### src/rtl/bitslip_align_ctrl.sv
// Word-alignment training controller for one LVDS channel: slips the muxer one
// position at a time until the training word is seen MATCH_COUNT times in a row.
module bitslip_align_ctrl #(
  parameter int          DATAWIDTH     = 10,
  parameter logic [9:0]  TRAINPATTERN  = 10'h3A6,
  parameter int          SETTLE_CYCLES = 4,
  parameter int          MATCH_COUNT   = 4
) (
  input  logic                 clk,
  input  logic                 reset,
  input  logic                 start,
  input  logic [DATAWIDTH-1:0] din,
  output logic                 bitslip,
  output logic                 busy,
  output logic                 locked,
  output logic                 failed,
  output logic [3:0]           slip_count
);

  localparam int SW = $clog2(SETTLE_CYCLES + 1);
  localparam logic [DATAWIDTH-1:0] PATTERN     = TRAINPATTERN[DATAWIDTH-1:0];
  localparam logic [3:0]           LAST_SLIP   = 4'(DATAWIDTH - 1);
  localparam logic [3:0]           MATCH_TGT   = 4'(MATCH_COUNT);
  localparam logic [SW-1:0]        SETTLE_LOAD = SW'(SETTLE_CYCLES - 1);

  typedef enum logic [2:0] {
    IDLE   = 3'd0,
    CHECK  = 3'd1,
    SLIP   = 3'd2,
    SETTLE = 3'd3,
    LOCKED = 3'd4,
    FAIL   = 3'd5
  } state_t;

  state_t        state_reg, state_next;
  logic [3:0]    match_cnt_reg, match_cnt_next;
  logic [3:0]    slip_count_reg, slip_count_next;
  logic [SW-1:0] settle_cnt_reg, settle_cnt_next;
  logic          bitslip_reg, bitslip_next;
  logic          busy_reg, busy_next;
  logic          locked_reg, locked_next;
  logic          failed_reg, failed_next;
  logic          match_hit;

  assign match_hit = (din == PATTERN);

  always_ff @(posedge clk) begin
    if (reset) begin
      state_reg      <= IDLE;
      match_cnt_reg  <= '0;
      slip_count_reg <= '0;
      settle_cnt_reg <= '0;
      bitslip_reg    <= 1'b0;
      busy_reg       <= 1'b0;
      locked_reg     <= 1'b0;
      failed_reg     <= 1'b0;
    end else begin
      state_reg      <= state_next;
      match_cnt_reg  <= match_cnt_next;
      slip_count_reg <= slip_count_next;
      settle_cnt_reg <= settle_cnt_next;
      bitslip_reg    <= bitslip_next;
      busy_reg       <= busy_next;
      locked_reg     <= locked_next;
      failed_reg     <= failed_next;
    end
  end

  always_comb begin
    state_next      = state_reg;
    match_cnt_next  = match_cnt_reg;
    slip_count_next = slip_count_reg;
    settle_cnt_next = settle_cnt_reg;
    case (state_reg)
      // Restart keeps the muxer where it is; the new run walks from there.
      IDLE, LOCKED, FAIL: begin
        if (start) begin
          state_next      = CHECK;
          slip_count_next = '0;
          match_cnt_next  = '0;
        end
      end
      CHECK: begin
        if (match_hit) begin
          match_cnt_next = match_cnt_reg + 4'd1;
          if (match_cnt_reg + 4'd1 == MATCH_TGT)
            state_next = LOCKED;
        end else if (slip_count_reg < LAST_SLIP) begin
          match_cnt_next = '0;
          state_next     = SLIP;
        end else begin
          slip_count_next = LAST_SLIP;
          state_next      = FAIL;
        end
      end
      SLIP: begin
        slip_count_next = slip_count_reg + 4'd1;
        settle_cnt_next = SETTLE_LOAD;
        state_next      = SETTLE;
      end
      SETTLE: begin
        settle_cnt_next = settle_cnt_reg - SW'(1);
        if (settle_cnt_reg <= SW'(1)) begin
          match_cnt_next = '0;
          state_next     = CHECK;
        end
      end
      default: state_next = IDLE;
    endcase
  end

  // Outputs are decoded from the next state so they are registered alongside it.
  always_comb begin
    bitslip_next = (state_next == SLIP);
    busy_next    = (state_next == CHECK) || (state_next == SLIP) || (state_next == SETTLE);
    locked_next  = (state_next == LOCKED);
    failed_next  = (state_next == FAIL);
  end

  assign bitslip    = bitslip_reg;
  assign busy       = busy_reg;
  assign locked     = locked_reg;
  assign failed     = failed_reg;
  assign slip_count = slip_count_reg;

endmodule

### config.mk
export PLATFORM = sky130hd
export DESIGN_NAME = bitslip_align_ctrl
export DESIGN_NICKNAME = d
export VERILOG_FILES = /design/src/rtl/bitslip_align_ctrl.sv
export SDC_FILE = /design/constraint.sdc
export NUM_CORES = 1
export LEC_CHECK = 0
export ABC_AREA = 1
export CORE_MARGIN = 4
export CORE_UTILIZATION = 49
export DETAILED_ROUTE_END_ITERATION = 6
export PLACE_DENSITY_LB_ADDON = 0.25
export SLEW_MARGIN = 20
export SYNTH_ARGS = -nofsm -noshare
export SYNTH_HDL_FRONTEND = slang
export SYNTH_SLANG_ARGS = --single-unit
### constraint.sdc
create_clock -name clk -period 1.5 [get_ports clk]
set_input_delay 0.225 -clock clk [delete_from_list [all_inputs] [get_ports clk]]
set_output_delay 0.225 -clock clk [all_outputs]
set_load 0.005 [all_outputs]
* Word level (Yosys, flattened, before mapping)
Cells that the tools add are included.
Storage, ports and cells: input bits 13, register bits after elaboration 18
Operators by class: equality and inequality tests 17, add/subtract/negate cells 3, reduce and logical (&&, ||, !) cells 9, $lt $le $gt $ge 2, muxes and demuxes 15
Operators with widths (count):
- $mux 4 | 6
- $pmux 4 s3 | 2
- $mux 3 | 5
- $eq 3x2->1 const B | 4
- $eq 3x3->1 const B | 4
- $pmux 3 s4 | 1
- $eq 10x10->1 const B | 1
- $add 4x1->4 const B | 2
- $ne 2x2->1 const B | 4
- $reduce_and 4->1 | 2
- $eq 3x1->1 const B | 2
- $pmux 3 s2 | 1
- $reduce_bool 3->1 | 2
- $eq 4x3->1 const B | 1
- $lt 4x4->1 const B | 1
- $le 3x1->1 const B | 1
- $logic_not 3->1 | 1
- $ne 3x3->1 const B | 1
- $reduce_or 3->1 | 1
- $sub 3x1->3 const B | 1
- $logic_or 1x1->1 | 2
- $reduce_bool 2->1 | 1

* Depth between registers and ports, before layout
depth in word-level cells 8, depth in mapped cells 12, depth with buffers taken out 12

* Worst setup path before layout
No wires, ideal clock.
path kind reg2reg, start reg slip_count_reg[0], in the netlist slip_count[0], end reg busy_reg, in the netlist busy, clock period less this slack 1.333 ns, path buffers 0, slack 0.167 ns, setup time 0.112 ns, arrival time 1.220 ns, required time 1.388 ns, cell stages (with the launch flop) 10, cell sequence dfxtp_1 inv_1 ha_1 a21oi_1 or2_1 nand2_1 nand2_2 nand2_1 nor2_1 nor2_1
Between the ends: word-level cells in the longest chain between the ends 7, elaborated cells between the ends (all ways) 9, those cells by class order compare (1); eq/ne (3); mux (3); reduce/logical (2)
Ends and longest elaborated chain:
- start, declared | RTL line 37 | logic [3:0] slip_count_reg, slip_count_next;
- start signal, assigned | RTL line 60 | slip_count_reg <= slip_count_next;
- $lt 4x4->1 (*) | RTL line 88 | end else if (slip_count_reg < LAST_SLIP) begin
- $mux 3 (*) | RTL line 88
- $mux 3 (*) | RTL line 84 | if (match_hit) begin
- $pmux 3 s4 (*) | RTL line 74 | case (state_reg)
- $eq 3x1->1 / $eq 3x2->1 (equally long branches) | RTL line 115 | busy_next = (state_next == CHECK) || (state_next == SLIP) || (state_next == SETTLE);
- $logic_or 1x1->1 | RTL line 115
- $logic_or 1x1->1 (*) | RTL line 115
- end signal, assigned | RTL line 63 | busy_reg <= busy_next;
- end, declared | RTL line 40 | logic busy_reg, busy_next;
Mark *: on every way between the ends. The rest lies on a longest branch, timed or not. A chain may end at the register's enable or synchronous reset.

* Worst setup path after layout
start reg state_reg[2], end reg match_cnt_reg[0]
Between the ends: word-level cells in the longest chain between the ends 4, elaborated cells between the ends (all ways) 12, those cells by class eq/ne (7); mux (1); reduce/logical (4)
Ends and longest elaborated chain:
- start, declared | RTL line 35 | state_t state_reg, state_next;
- start signal, assigned | RTL line 58 | state_reg <= state_next;
- $eq 3x3->1 / $logic_not 3->1 (equally long branches) | RTL line 74
- $reduce_or 3->1 | RTL line 74
- $ne 2x2->1 (no source line) / $reduce_bool 3->1 (equally long branches)
- $reduce_and 4->1 (no source line)
- end signal, assigned | RTL line 59 | match_cnt_reg <= match_cnt_next;
- end, declared | RTL line 36 | logic [3:0] match_cnt_reg, match_cnt_next;
Several ways; a longest one is shown, not always the timed one.

==> out/results.ini <==
[run_status]
status = finished, final reports clean

[synthesis]
synthXorXnorAreaFrac_pct = 1.71
synth_mux_area_share_pct = 0
yosys.cell_types.count = 22
synth_fp_nets = 173
area_fraction_in_compound_gates_after_synthesis_pct = 10.2
synth_fa_ha_area_share_pct = 7.34
synth_cells = 154
yosys.area_share.simple_pct = 34.1
syn_area_per_cell_um2 = 6.64
ys_seq_elements = 18
synth_top_family_by_area = simple AND/OR/NAND/NOR gates
yosys_warnings = 0
synth.cell_area_mm2 = 0.00102
ys_seq_area_share_pct = 35.3

[clocking]
clk_latency_ns = 0.30
cts.sink_count = 18
clk_transition_reported_paths_ns = 0.11
tritoncts = done
clock-root-buffer = clkbuf_4
cts_made_buffers = 3
cts-htree-levels = 1
clock_tree.buffer_depth = 2
holdBufCountCts = 0

[routing]
drtIter0Drc = 25
dr_wl_met3_um = 193
dr_wl_met2_um = 1170
drt_pass_1_iters = 5
met1_wirelength_um = 1020
detail-route-antenna-nets = 0
top_layer = met4
wl_um = 2430
detailroute.via_count = 1058
wl_per_cell_um = 11.3
drt_drc_violations_left = 0
route.detailed.vias_per_inst = 4.94

[worst_setup_path]
timing.critical_path.max_delay_family = simple AND/OR/NAND/NOR gates
worst-setup-path-type = flop to flop
crit_path_end = match_cnt_reg[0]
reg2reg_to = match_cnt_reg[0]
startpoint_of_the_worst_register_to_register_path = state_reg[2]
worstSetupStartpointType = flop
critical-path-max-stage-delay_ns = 0.35
rr_worst_depth = 7
ff2ff_setup_slack_ns = 0.02
setup.worst_path.end_class = flop
wp_data_arrival_ns = 1.71
critical_path_depth = 7
worst_setup_path_startpoint = state_reg[2]
critical_path_required_ns = 1.73
path_max_fanout = 5
crit_path_cell_trace = inv_2 -> nand2_2 -> nor2_4 -> buf_4 -> nand4_2 -> or2_2 -> a21oi_1
slowest_stage = dfxtp_1
critPathBufInv = 2

[final_layout]
nFillCells = 175
multi_input_gate_area_um2 = 562
final_nets = 207
final_cells = 214
proportion_of_layout_cells_with_a_drive_suffix_above_1_pct = 17.1
fin_area_mm2 = 0.00140
insertedDiodeCount = 0
area.growth.synth_to_final_pct = 36.5
regArea_um2 = 370

[sta]
layout_worst_path_cycle_share_pct = 98.7
fin_tns_setup_ns = 0
final_number_of_max_transition_violations = 0
finalHoldViolCount = 0
max_freq_mhz = 675
max_slew_margin_pct = 83.3
worstMarginPinSlew_ns = 0.248
final.setup_skew_ns = 0.00974
setup-violations-final = 0
timing.final.crit_period_ns = 1.48
grt_setup_unrepaired = yes

[die]
design.portCount = 21
initial_core_util_pct = 52.1
die-height_um = 53.7
die_width_um = 53.7
dieArea_mm2 = 0.00288
design.core.area_mm2 = 0.00196
floorplan.rows = 16

[power_and_ir_drop]
p_per_area_mw_per_mm2 = 1080
vdd.ir_drop.worst_mv = 0.757
power.total_w = 0.00151
power.static_leakage_nw = 0.699

[placement]
routabilityCongestion = 0.849
port_buffers = 20
detailedPlacementHpwl_um = 1870
placedCellCount = 207
post_dp_cell_area_mm2 = 0.00131

[global_route]
globalRouteOverflowTotal = 0
grt_first_pass_wirelength_um = 3910
grt_pass1_vias = 984
grt_max_degree = 11
antenna_found_initial = 0
grtUsageTotal_pct = 18.2

[run]
maxCapViolations = 0

[hold_path]
hold_path_class = flop to flop

worst min-delay path by stage:
stage / startpoint / to / slack (ns) / cells after the start
3_3_place_gp: settle_cnt_reg[2] / settle_cnt_reg[2] / 0.46 / 2
5_1_grt: match_cnt_reg[0] / match_cnt_reg[0] / 0.52 / 2
3_5_place_dp: settle_cnt_reg[2] / settle_cnt_reg[2] / 0.47 / 2
2_1_floorplan: reset / slip_count[0] / 0.43 / 3
6_report: settle_cnt_reg[2] / settle_cnt_reg[2] / 0.50 / 2
4_1_cts: settle_cnt_reg[2] / settle_cnt_reg[2] / 0.49 / 2
cell families (layout without fill, tap and decap cells):
kind of cell,count (synthesis),count (layout)
compound gates,19,19
simple gates,78,78
fa+ha+maj,6,6
flops,18,18
xor+xnor,2,2
buf+inv,31,64
metrics by stage:
step / setup slack (ns) / utilization [%] / hold WS [ns]
floorplan: 0.167 / - / 0.428
global placement: -0.154 / 66.5 / 0.461
detailed placement: -0.203 / 66.5 / 0.473
CTS: 0.0106 / 68.4 / 0.491
global route: -0.0881 / 71.1 / 0.519
finish: 0.0190 / 71.1 / 0.495
cells in the final DEF (no fill, tap or decap), drive strengths merged:
cell type | netlist | layout
a211oi | 1 | 1
a21oi | 11 | 11
a221oi | 1 | 1
buf | 0 | 10
clkbuf | 1 | 4
clkdlybuf4s50 | 0 | 18
dfxtp | 18 | 18
dlymetal6s2s | 0 | 2
ha | 6 | 6
inv | 30 | 30
nand2 | 40 | 40
nand3 | 13 | 13
nand4 | 4 | 4
nor2 | 18 | 18
nor3 | 1 | 1
o211ai | 1 | 1
o21ai | 5 | 5
or2 | 2 | 2
xor2 | 2 | 2
power breakdown:
group          leakage [nW]  internal (W)  switching, W
combinational         0.528      0.000292      0.000321
sequential            0.150      0.000543     0.0000487
clock                0.0210      0.000148      0.000160
total                 0.699      0.000983      0.000530
what timing repair did:
action                                  in CTS  in global routing
setup buffers                                0                  3
hold endpoints to repair                     0                  0
endpoints found under the setup margin       0                 16
gates resized for setup                      0                 13
worst register-to-register path: cells and delay by family, from the launching register on:
| family | cells | cell delay (ns) |
|---|---|---|
| AOI/OAI and AO/OA | 1 | 0.13 |
| buffers and inverters | 2 | 0.22 |
| DFF | 1 | 0.35 |
| and+or+nand+nor | 4 | 0.72 |
cells in the mapped netlist:
cell / count / area, µm²
dfxtp_1: 18 / 360
inv_1: 28 / 105
nand2_1: 38 / 143
inv_2: 2 / 7.51
clkbuf_1: 1 / 3.75
o21ai_0: 5 / 25.0
o211ai_1: 1 / 7.51
nand3_1: 12 / 60.1
nand3_2: 1 / 10.0
nand4_2: 1 / 12.5
xor2_1: 2 / 17.5
nor3_1: 1 / 5.00
a21oi_1: 11 / 55.1
or2_2: 1 / 6.26
a221oi_1: 1 / 8.76
nor2_4: 1 / 11.3
nor2_1: 17 / 63.8
ha_1: 6 / 75.1
nand2_2: 2 / 12.5
a211oi_1: 1 / 7.51
nand4_1: 3 / 18.8
or2_1: 1 / 6.26
cell type report:
class                   instances  area share, %
multi-input cells             105           40.3
repair buffers                 30           20.1
well taps                      27           2.42
clock buffers                   4           2.60
inverters                      30           8.07
flip-flops and latches         18           26.5
metal layers:
layer	vias to the layer above	global-route usage [%]
met5	-	0
met1	467	20.5
met3	6	5.26
met2	36	32.3
met4	0	6.38
li1	549	-
Note: power is estimated with default switching activity, not from simulation.
